--- src/rtl/inst_fetch_pkg.sv ---
// Shared fetch-stage types and constants: datapath widths, PC step, NOP encoding,
// and the queue entry layout pairing an instruction with its PC.
package inst_fetch_pkg;

  localparam int WORD      = 64;
  localparam int INST_SIZE = 32;
  localparam int PC_STEP   = 4;
  localparam logic [31:0] NOP = 32'hD503201F;

  typedef struct packed {
    logic [INST_SIZE-1:0] inst;
    logic [WORD-1:0]      pc;
  } if_entry_t;

  // Sequential next PC; wraps naturally at 2^WORD.
  function automatic logic [WORD-1:0] pc_next(input logic [WORD-1:0] pc);
    return pc + WORD'(PC_STEP);
  endfunction

endpackage

--- src/rtl/inst_fetch_if.sv ---
// Fetch-stage bus bundle: imem request/response, decode handshake and redirect.
// With IF_MISALIGN_CHK_EN defined the bundle also carries fetch_misalign.
interface inst_fetch_if;
  import inst_fetch_pkg::*;

  logic                 imem_req_valid;
  logic                 imem_req_ready;
  logic [WORD-1:0]      imem_req_addr;
  logic                 imem_rsp_valid;
  logic [INST_SIZE-1:0] imem_rsp_data;
  logic                 inst_valid;
  logic                 inst_ready;
  logic [INST_SIZE-1:0] inst;
  logic [WORD-1:0]      inst_pc;
  logic                 redirect_valid;
  logic [WORD-1:0]      redirect_pc;
`ifdef IF_MISALIGN_CHK_EN
  logic                 fetch_misalign;

  modport master (
    output imem_req_valid, imem_req_addr, inst_valid, inst, inst_pc, fetch_misalign,
    input  imem_req_ready, imem_rsp_valid, imem_rsp_data, inst_ready, redirect_valid, redirect_pc
  );
  modport slave (
    input  imem_req_valid, imem_req_addr, inst_valid, inst, inst_pc, fetch_misalign,
    output imem_req_ready, imem_rsp_valid, imem_rsp_data, inst_ready, redirect_valid, redirect_pc
  );
`else
  modport master (
    output imem_req_valid, imem_req_addr, inst_valid, inst, inst_pc,
    input  imem_req_ready, imem_rsp_valid, imem_rsp_data, inst_ready, redirect_valid, redirect_pc
  );
  modport slave (
    input  imem_req_valid, imem_req_addr, inst_valid, inst, inst_pc,
    output imem_req_ready, imem_rsp_valid, imem_rsp_data, inst_ready, redirect_valid, redirect_pc
  );
`endif

endinterface

--- src/rtl/inst_fetch_fifo.sv ---
// Small synchronous FIFO (power-of-2 depth) with flush; used for the fetch
// instruction queue and the in-flight PC shadow. Flush/reset override push/pop.
module fetch_fifo #(
  parameter int WIDTH = 8,
  parameter int DEPTH = 2,
  parameter int CW    = $clog2(DEPTH) + 1
) (
  input  logic             i_clk,
  input  logic             i_rst,
  input  logic             i_flush,
  input  logic             i_push,
  input  logic             i_pop,
  input  logic [WIDTH-1:0] i_din,
  output logic [WIDTH-1:0] o_head,
  output logic [CW-1:0]    o_count,
  output logic             o_empty
);

  localparam int AW = $clog2(DEPTH);

  logic [WIDTH-1:0] r_mem [DEPTH];
  logic [AW-1:0]    r_wr_ptr;
  logic [AW-1:0]    r_rd_ptr;
  logic [CW-1:0]    r_count;
  logic             w_push_ok;
  logic             w_pop_ok;

  assign w_pop_ok  = i_pop && (r_count != '0);
  assign w_push_ok = i_push && ((r_count != CW'(DEPTH)) || w_pop_ok);

  // Pointer and occupancy bookkeeping.
  always_ff @(posedge i_clk) begin
    if (i_rst || i_flush) begin
      r_wr_ptr <= '0;
      r_rd_ptr <= '0;
      r_count  <= '0;
    end else begin
      if (w_push_ok) r_wr_ptr <= r_wr_ptr + AW'(1);
      if (w_pop_ok)  r_rd_ptr <= r_rd_ptr + AW'(1);
      r_count <= r_count + CW'(w_push_ok) - CW'(w_pop_ok);
    end
  end

  // Storage write; contents need no reset since occupancy gates every read.
  always_ff @(posedge i_clk) begin
    if (w_push_ok && !i_flush && !i_rst) r_mem[r_wr_ptr] <= i_din;
  end

  assign o_head  = r_mem[r_rd_ptr];
  assign o_count = r_count;
  assign o_empty = (r_count == '0);

endmodule

--- src/rtl/inst_fetch.sv ---
// Instruction-fetch stage: owns the PC, issues in-order imem requests under a
// credit limit, queues returned instructions with their PC for decode, and
// squashes queue plus in-flight fetches on an EX redirect.
// Optional: IF_MISALIGN_CHK_EN rejects redirects to non-word-aligned targets
// and pulses fetch_misalign; otherwise the target's low two bits are cleared.
module inst_fetch
  import inst_fetch_pkg::*;
#(
  parameter logic [WORD-1:0] RESET_PC = '0,
  parameter int              FQ_DEPTH = 2
) (
  input logic         clk,
  input logic         rst,
  inst_fetch_if.master bus
);

  localparam int CW = $clog2(FQ_DEPTH) + 1;

  logic [WORD-1:0] r_pc;
  logic [CW-1:0]   r_drop_cnt;

  logic [CW-1:0]   w_q_count;
  logic            w_q_empty;
  if_entry_t       w_q_head;
  if_entry_t       w_q_din;
  logic            w_q_push;
  logic            w_q_pop;

  logic [CW-1:0]   w_inflight;
  logic            w_sh_empty;
  logic [WORD-1:0] w_sh_head;

  logic [CW:0]     w_occ;
  logic            w_req_valid;
  logic            w_req_fire;
  logic            w_rsp_fire;
  logic            w_drop;
  logic            w_redir_take;
  logic [WORD-1:0] w_redir_pc;

  // A decode pop in the same cycle frees its slot, so depth 2 sustains one
  // instruction per cycle against a 1-cycle memory.
  assign w_q_pop     = !w_q_empty && bus.inst_ready;
  assign w_occ       = {1'b0, w_q_count} + {1'b0, w_inflight} - (CW+1)'(w_q_pop);
  assign w_req_valid = !rst && (w_occ < (CW+1)'(FQ_DEPTH)) && !bus.redirect_valid;
  assign w_req_fire  = w_req_valid && bus.imem_req_ready;

  // Responses with nothing outstanding are leftovers from before reset.
  assign w_rsp_fire  = bus.imem_rsp_valid && !w_sh_empty;
  assign w_drop      = w_rsp_fire && (r_drop_cnt != '0);
  assign w_q_push    = w_rsp_fire && !w_drop;
  assign w_q_din     = '{inst: bus.imem_rsp_data, pc: w_sh_head};

`ifdef IF_MISALIGN_CHK_EN
  logic r_fetch_misalign;
  assign w_redir_take = bus.redirect_valid && (bus.redirect_pc[1:0] == 2'b00);
  assign w_redir_pc   = bus.redirect_pc;

  // One-cycle flag for a rejected misaligned redirect.
  always_ff @(posedge clk) begin
    if (rst) r_fetch_misalign <= 1'b0;
    else     r_fetch_misalign <= bus.redirect_valid && (bus.redirect_pc[1:0] != 2'b00);
  end
  assign bus.fetch_misalign = r_fetch_misalign;
`else
  assign w_redir_take = bus.redirect_valid;
  assign w_redir_pc   = bus.redirect_pc & ~WORD'(3);
`endif

  fetch_fifo #(.WIDTH($bits(if_entry_t)), .DEPTH(FQ_DEPTH)) u_inst_q (
    .i_clk   (clk),
    .i_rst   (rst),
    .i_flush (w_redir_take),
    .i_push  (w_q_push),
    .i_pop   (w_q_pop),
    .i_din   (w_q_din),
    .o_head  (w_q_head),
    .o_count (w_q_count),
    .o_empty (w_q_empty)
  );

  // Not flushed on redirect: squashed requests still return and must pop it.
  fetch_fifo #(.WIDTH(WORD), .DEPTH(FQ_DEPTH)) u_pc_shadow (
    .i_clk   (clk),
    .i_rst   (rst),
    .i_flush (1'b0),
    .i_push  (w_req_fire),
    .i_pop   (w_rsp_fire),
    .i_din   (r_pc),
    .o_head  (w_sh_head),
    .o_count (w_inflight),
    .o_empty (w_sh_empty)
  );

  // PC advance and squash counter; redirect wins over everything else.
  always_ff @(posedge clk) begin
    if (rst) begin
      r_pc       <= RESET_PC;
      r_drop_cnt <= '0;
    end else if (w_redir_take) begin
      r_pc       <= w_redir_pc;
      r_drop_cnt <= w_inflight - CW'(w_rsp_fire);
    end else begin
      if (w_req_fire) r_pc <= pc_next(r_pc);
      if (w_drop)     r_drop_cnt <= r_drop_cnt - CW'(1);
    end
  end

  assign bus.imem_req_valid = w_req_valid;
  assign bus.imem_req_addr  = r_pc;
  assign bus.inst_valid     = !w_q_empty;
  assign bus.inst           = w_q_empty ? '0 : w_q_head.inst;
  assign bus.inst_pc        = w_q_empty ? '0 : w_q_head.pc;

endmodule
--- src/flat_wrapper.sv ---
// flat-port wrapper written by rule: the top's interface ports become plain ports
module inst_fetch_flat import inst_fetch_pkg::*;
#(
  parameter logic [WORD-1:0] RESET_PC = '0,
  parameter int              FQ_DEPTH = 2
)
  (clk, rst, bus_imem_req_valid, bus_imem_req_addr, bus_inst_valid, bus_inst, bus_inst_pc, bus_imem_req_ready, bus_imem_rsp_valid, bus_imem_rsp_data, bus_inst_ready, bus_redirect_valid, bus_redirect_pc);
  inst_fetch_if bus_i ();
  input logic clk;
  input logic rst;
  output wire logic [$bits(bus_i.imem_req_valid)-1:0] bus_imem_req_valid;
  output wire logic [$bits(bus_i.imem_req_addr)-1:0] bus_imem_req_addr;
  output wire logic [$bits(bus_i.inst_valid)-1:0] bus_inst_valid;
  output wire logic [$bits(bus_i.inst)-1:0] bus_inst;
  output wire logic [$bits(bus_i.inst_pc)-1:0] bus_inst_pc;
  input wire logic [$bits(bus_i.imem_req_ready)-1:0] bus_imem_req_ready;
  input wire logic [$bits(bus_i.imem_rsp_valid)-1:0] bus_imem_rsp_valid;
  input wire logic [$bits(bus_i.imem_rsp_data)-1:0] bus_imem_rsp_data;
  input wire logic [$bits(bus_i.inst_ready)-1:0] bus_inst_ready;
  input wire logic [$bits(bus_i.redirect_valid)-1:0] bus_redirect_valid;
  input wire logic [$bits(bus_i.redirect_pc)-1:0] bus_redirect_pc;
  assign bus_imem_req_valid = bus_i.imem_req_valid;
  assign bus_imem_req_addr = bus_i.imem_req_addr;
  assign bus_inst_valid = bus_i.inst_valid;
  assign bus_inst = bus_i.inst;
  assign bus_inst_pc = bus_i.inst_pc;
  assign bus_i.imem_req_ready = bus_imem_req_ready;
  assign bus_i.imem_rsp_valid = bus_imem_rsp_valid;
  assign bus_i.imem_rsp_data = bus_imem_rsp_data;
  assign bus_i.inst_ready = bus_inst_ready;
  assign bus_i.redirect_valid = bus_redirect_valid;
  assign bus_i.redirect_pc = bus_redirect_pc;
  inst_fetch #(.RESET_PC(RESET_PC), .FQ_DEPTH(FQ_DEPTH)) u_core (.clk(clk), .rst(rst), .bus(bus_i));
endmodule
--- config.mk ---
export PLATFORM = sky130hd
export DESIGN_NAME = inst_fetch_flat
export DESIGN_NICKNAME = d
export VERILOG_FILES = /design/src/rtl/inst_fetch_pkg.sv /design/src/rtl/inst_fetch_if.sv /design/src/rtl/inst_fetch_fifo.sv /design/src/rtl/inst_fetch.sv /design/src/flat_wrapper.sv
export SDC_FILE = /design/constraint.sdc
export NUM_CORES = 1
export LEC_CHECK = 0
export BUFFER_PORTS_ARGS = -buffer_cell sky130_fd_sc_hd__buf_2
export CORE_ASPECT_RATIO = 0.6
export CORE_MARGIN = 5
export CORE_UTILIZATION = 45
export DETAILED_ROUTE_END_ITERATION = 10
export MAX_ROUTING_LAYER = met4
export PLACE_DENSITY = 0.74
export SLEW_MARGIN = 25
export SYNTH_ARGS = -nofsm -noshare
export SYNTH_HDL_FRONTEND = slang
export SYNTH_SLANG_ARGS = --single-unit
export TNS_END_PERCENT = 50
--- constraint.sdc ---
create_clock -name clk -period 9.85 [get_ports clk]
set_input_delay 1.4775 -clock clk [delete_from_list [all_inputs] [get_ports clk]]
set_output_delay 1.4775 -clock clk [all_outputs]
set_load 0.005 [all_outputs]
==> metrics.txt <==
# TYPE chip_impl_metric gauge
chip_impl_info{name="run_status",value="completed"} 1
chip_impl_metric{name="initial_core_util",unit=""} 0.458
chip_impl_metric{name="synth_compound_gate_area_share",unit=""} 0.0523
chip_impl_metric{name="cp_max_fo",unit=""} 28
chip_impl_metric{name="drt_iter0_markers",unit=""} 1136
chip_impl_metric{name="area_occupied_by_multi_input_gates",unit="um2"} 4940
chip_impl_metric{name="dp.final_hpwl",unit="um"} 27400
chip_impl_metric{name="nets",unit=""} 1559
chip_impl_info{name="critical_path.top_delay_family",value="simple AND/OR/NAND/NOR gates"} 1
chip_impl_metric{name="num-fill-cells",unit=""} 2973
chip_impl_metric{name="detail_route.wl_per_cell",unit="um"} 21.5
chip_impl_metric{name="async_reset_ff_frac",unit=""} 0
chip_impl_metric{name="remaining_drc_errors",unit=""} 0
chip_impl_metric{name="timing.fmax",unit="MHz"} 217
chip_impl_metric{name="report.final.setup_viol",unit=""} 0
chip_impl_metric{name="skew",unit="ps"} 22.6
chip_impl_metric{name="power_density",unit="nW/um2"} 211
chip_impl_metric{name="postRouteWirelength",unit="um"} 41900
chip_impl_metric{name="pin_count_of_the_biggest_net_entering_global_routing",unit=""} 95
chip_impl_metric{name="final_area",unit="um2"} 19100
chip_impl_metric{name="first_global_vias",unit=""} 10777
chip_impl_info{name="combinational_family_with_the_most_area_after_synthesis",value="simple AND/OR/NAND/NOR gates"} 1
chip_impl_metric{name="synth-edff-count",unit=""} 312
chip_impl_metric{name="synthesized_area_fraction_occupied_by_xor_and_xnor_cells",unit=""} 0.0152
chip_impl_info{name="grt_setup_unrepaired",value="no"} 1
chip_impl_metric{name="timing.critical_path.arrival",unit="ps"} 5030
chip_impl_info{name="synthTopCellsByArea",value="edfxtp_1, dfxtp_1, mux2i_1"} 1
chip_impl_info{name="tritoncts_clock_tree",value="built"} 1
chip_impl_metric{name="drt_pre_antenna_iters",unit=""} 7
chip_impl_metric{name="yosysSeqAreaShare",unit=""} 0.673
chip_impl_metric{name="cp_num_buf_inv",unit=""} 2
chip_impl_info{name="worstSetupPathType",value="input pin to register"} 1
chip_impl_metric{name="clockBufferDepth",unit=""} 3
chip_impl_metric{name="netSwitchingFraction",unit=""} 0.263
chip_impl_metric{name="post-route-period-util",unit=""} 0.469
chip_impl_metric{name="design.portCount",unit=""} 264
chip_impl_metric{name="cts.repair.resized",unit=""} 0
chip_impl_metric{name="grt_antenna_before_repair",unit=""} 3
chip_impl_metric{name="cts_buffers",unit=""} 38
chip_impl_metric{name="cts_setup_buffers",unit=""} 0
chip_impl_metric{name="number_of_flip_flops_and_latches_in_the_synthesized_netlist",unit=""} 386
chip_impl_metric{name="total_power",unit="mW"} 4.01
chip_impl_metric{name="clock-sinks",unit=""} 386
chip_impl_info{name="critPathSlowestCell",value="fa_1"} 1
chip_impl_info{name="synth-main-ff-cell",value="edfxtp_1"} 1
chip_impl_metric{name="postSynthCellCount",unit=""} 1206
chip_impl_info{name="synth_most_common_cell",value="edfxtp_1"} 1
chip_impl_metric{name="gpl.final_weighted_congestion",unit=""} 0.900
chip_impl_metric{name="cts_max_level",unit=""} 2
chip_impl_metric{name="clkPwrFrac",unit=""} 0.353
chip_impl_metric{name="final_max_slew_viol_count",unit=""} 0
chip_impl_metric{name="cap_violations",unit=""} 0
chip_impl_metric{name="via_density_per_instance",unit=""} 5.63
chip_impl_metric{name="switchingPower",unit="mW"} 1.06
chip_impl_metric{name="fin_hold_ws",unit="ps"} 514
chip_impl_metric{name="synth-simple-area-share",unit=""} 0.124
chip_impl_metric{name="avgSynthCellArea",unit="um2"} 13.4
chip_impl_metric{name="critical_path.max_stage_delay",unit="ps"} 500
chip_impl_metric{name="leakage",unit="nW"} 6.63
chip_impl_metric{name="total_die_area",unit="um2"} 39800
chip_impl_metric{name="clock_insertion_delay_at_the_later_pin_of_the_skew_report",unit="ps"} 540
chip_impl_metric{name="intPower",unit="mW"} 2.96
chip_impl_metric{name="final_layout_size_suffix_gt1_frac",unit=""} 0.277
chip_impl_metric{name="area_after_dpl",unit="um2"} 17900
chip_impl_metric{name="post-route-min-period",unit="ps"} 4620
chip_impl_metric{name="ant_nets",unit=""} 0
chip_impl_metric{name="timing.critical_path.required",unit="ps"} 10270
chip_impl_metric{name="row_count",unit=""} 53
chip_impl_metric{name="final.setup.tns",unit="ps"} 0
chip_impl_metric{name="overflow",unit=""} 0
chip_impl_metric{name="synth.area.mux_share",unit=""} 0.106
chip_impl_info{name="synth_top_area_cell",value="edfxtp_1"} 1
chip_impl_metric{name="design.core.area",unit="um2"} 35100
chip_impl_info{name="clock_tree.root_cell",value="clkbuf_16"} 1
chip_impl_metric{name="cts.hold.buffers_added",unit=""} 0
chip_impl_metric{name="worstMarginPinSlew",unit="ps"} 1030
chip_impl_metric{name="dr_total_vias",unit=""} 10972
chip_impl_metric{name="synth_area",unit="um2"} 16100
chip_impl_metric{name="comb_power_share",unit=""} 0.138
chip_impl_metric{name="grt_pass1_wl",unit="um"} 62400
chip_impl_metric{name="area.growth.synth_to_final",unit="%"} 18.3
chip_impl_metric{name="yosysWarnings",unit=""} 0
chip_impl_metric{name="slew_headroom",unit=""} 0.315
chip_impl_info{name="crit_path_end_kind",value="register"} 1
chip_impl_metric{name="synthDominantCellAreaShare",unit=""} 0.581
chip_impl_metric{name="register_area",unit="um2"} 10900
chip_impl_metric{name="synthAdderAreaFrac",unit=""} 0.00668
chip_impl_metric{name="floorplan.die.width",unit="um"} 254
chip_impl_metric{name="p_seq_frac",unit=""} 0.508
chip_impl_metric{name="groute.usage.overall",unit=""} 0.210
chip_impl_metric{name="die_height",unit="um"} 157
chip_impl_metric{name="hold_viol",unit=""} 0
chip_impl_metric{name="postLayoutCoreUtil",unit=""} 0.543
chip_impl_metric{name="placement.io_buffers",unit=""} 257
chip_impl_metric{name="irDropWorstVdd",unit="V"} 0.000140
chip_impl_metric{name="synth.lib_cells_used.distinct",unit=""} 55
chip_impl_info{name="path_cells",value="buf_2 > and2_0 > ha_1 > nand2b_1 > fa_1 > nand2_1 > nor3_2 > buf_4 > nand4_1 > or3_1 > a2111oi_1"} 1
chip_impl_info{name="timing.critical_path.from_type",value="input pin"} 1
chip_impl_info{name="hold_class",value="register to register"} 1
chip_impl_metric{name="path_clk_slew",unit="ps"} 60
chip_impl_info{name="synth.cells.most_frequent",value="edfxtp_1, nor2_1, mux2i_1, dfxtp_1, mux2_2"} 1
==> registers in the layout, indices dropped and copies added, names as in the netlist, named ones only <==
| register | cells |
|---|---|
| u_core.u_inst_q.o_count | 2 |
| u_core.u_pc_shadow.r_wr_ptr | 1 |
| u_core.r_drop_cnt | 2 |
| u_core.bus.imem_req_addr | 62 |
| u_core.u_pc_shadow.r_rd_ptr | 1 |
| u_core.u_pc_shadow.r_mem | 124 |
| u_core.u_inst_q.r_mem | 188 |
| u_core.u_pc_shadow.o_count | 2 |
| u_core.u_inst_q.r_rd_ptr | 1 |
| u_core.u_inst_q.r_wr_ptr | 1 |
==> worst reg2reg max path: stages (launching register included) <==
cell and delay, ps:
dfxtp_1 450, nor2_4 70, inv_1 70, and2_0 250, ha_1 270, nand2b_1 150
fa_1 500, nand2_1 340, nor3_2 460, buf_4 410, nand4_1 260, or3_1 440
a2111oi_1 370
==> cells in the final DEF, fill, tap and decap left out, drive strengths merged, types with 5 or more instances in the layout <==
cell    count
and3        8
clkbuf     49
nor4b       5
nor3       18
or3        12
mux2i      96
nor2      157
xor2        9
a21oi      27
and4        6
nand3      32
inv        22
nor4       22
and2       14
mux2       66
clkinv     15
nand4      32
o211ai     28
nand2      64
xnor2      19
edfxtp    312
buf       271
or4        17
a31oi      24
o21ai      13
ha          7
a211oi     15
dfxtp      74
==> layer usage <==
layer / up-vias / GRT usage / routed length, um
met5: - / - / 0
met2: 464 / 0.328 / 19400
met1: 5378 / 0.284 / 17900
met4: 0 / 0.0593 / 1010
met3: 80 / 0.0424 / 3620
li1: 5050 / - / -
==> power groups by stage <==
stage | Sequential, mW | Clock, mW | Combinational, mW
after floorplan | 2.01 | 0 | 0.380
after global placement | 2.07 | 0 | 0.542
after detailed placement | 2.08 | 0 | 0.554
after CTS | 2.04 | 1.45 | 0.559
after global routing | 2.05 | 1.53 | 0.609
final | 2.04 | 1.42 | 0.555
==> worst paths after layout <==
kind                                                endpoint  slack [ps]                       start  depth (start not counted)
worst max-delay path            u_core.bus.imem_req_addr[62]        5230              bus_inst_ready                         11
worst min-delay path                u_core.u_inst_q.r_rd_ptr         510    u_core.u_inst_q.r_rd_ptr                          2
worst max register to register  u_core.bus.imem_req_addr[62]        5680  u_core.u_inst_q.o_count[1]                         12
worst min register to register      u_core.u_inst_q.r_rd_ptr         510    u_core.u_inst_q.r_rd_ptr                          2
==> layout make-up <==
| cell class | count | area share |
|---|---|---|
| antenna | 3 | 0.000394 |
| clock buffer | 49 | 0.0531 |
| clock inverter | 20 | 0.0102 |
| timing repair buffer | 271 | 0.0732 |
| inverter | 21 | 0.00413 |
| multi-input combinational | 731 | 0.259 |
| tap | 467 | 0.0306 |
| sequential | 386 | 0.569 |
==> cell families after synthesis <==
logic type	after synthesis
simple gates	401
flops	386
mux	162
compound gates	128
buf+inv	92
xor+xnor	28
fa+ha+maj	8
other cells	1
==> metrics by stage <==
stage                     setup WS, ps  std cells
after CTS                         5230       1945
final                             5230       1948
after detailed placement          4670       1876
after global routing              5010       1948
after global placement            4750       1876
after floorplan                    723       1209
Power figures use the tool's default switching activity.
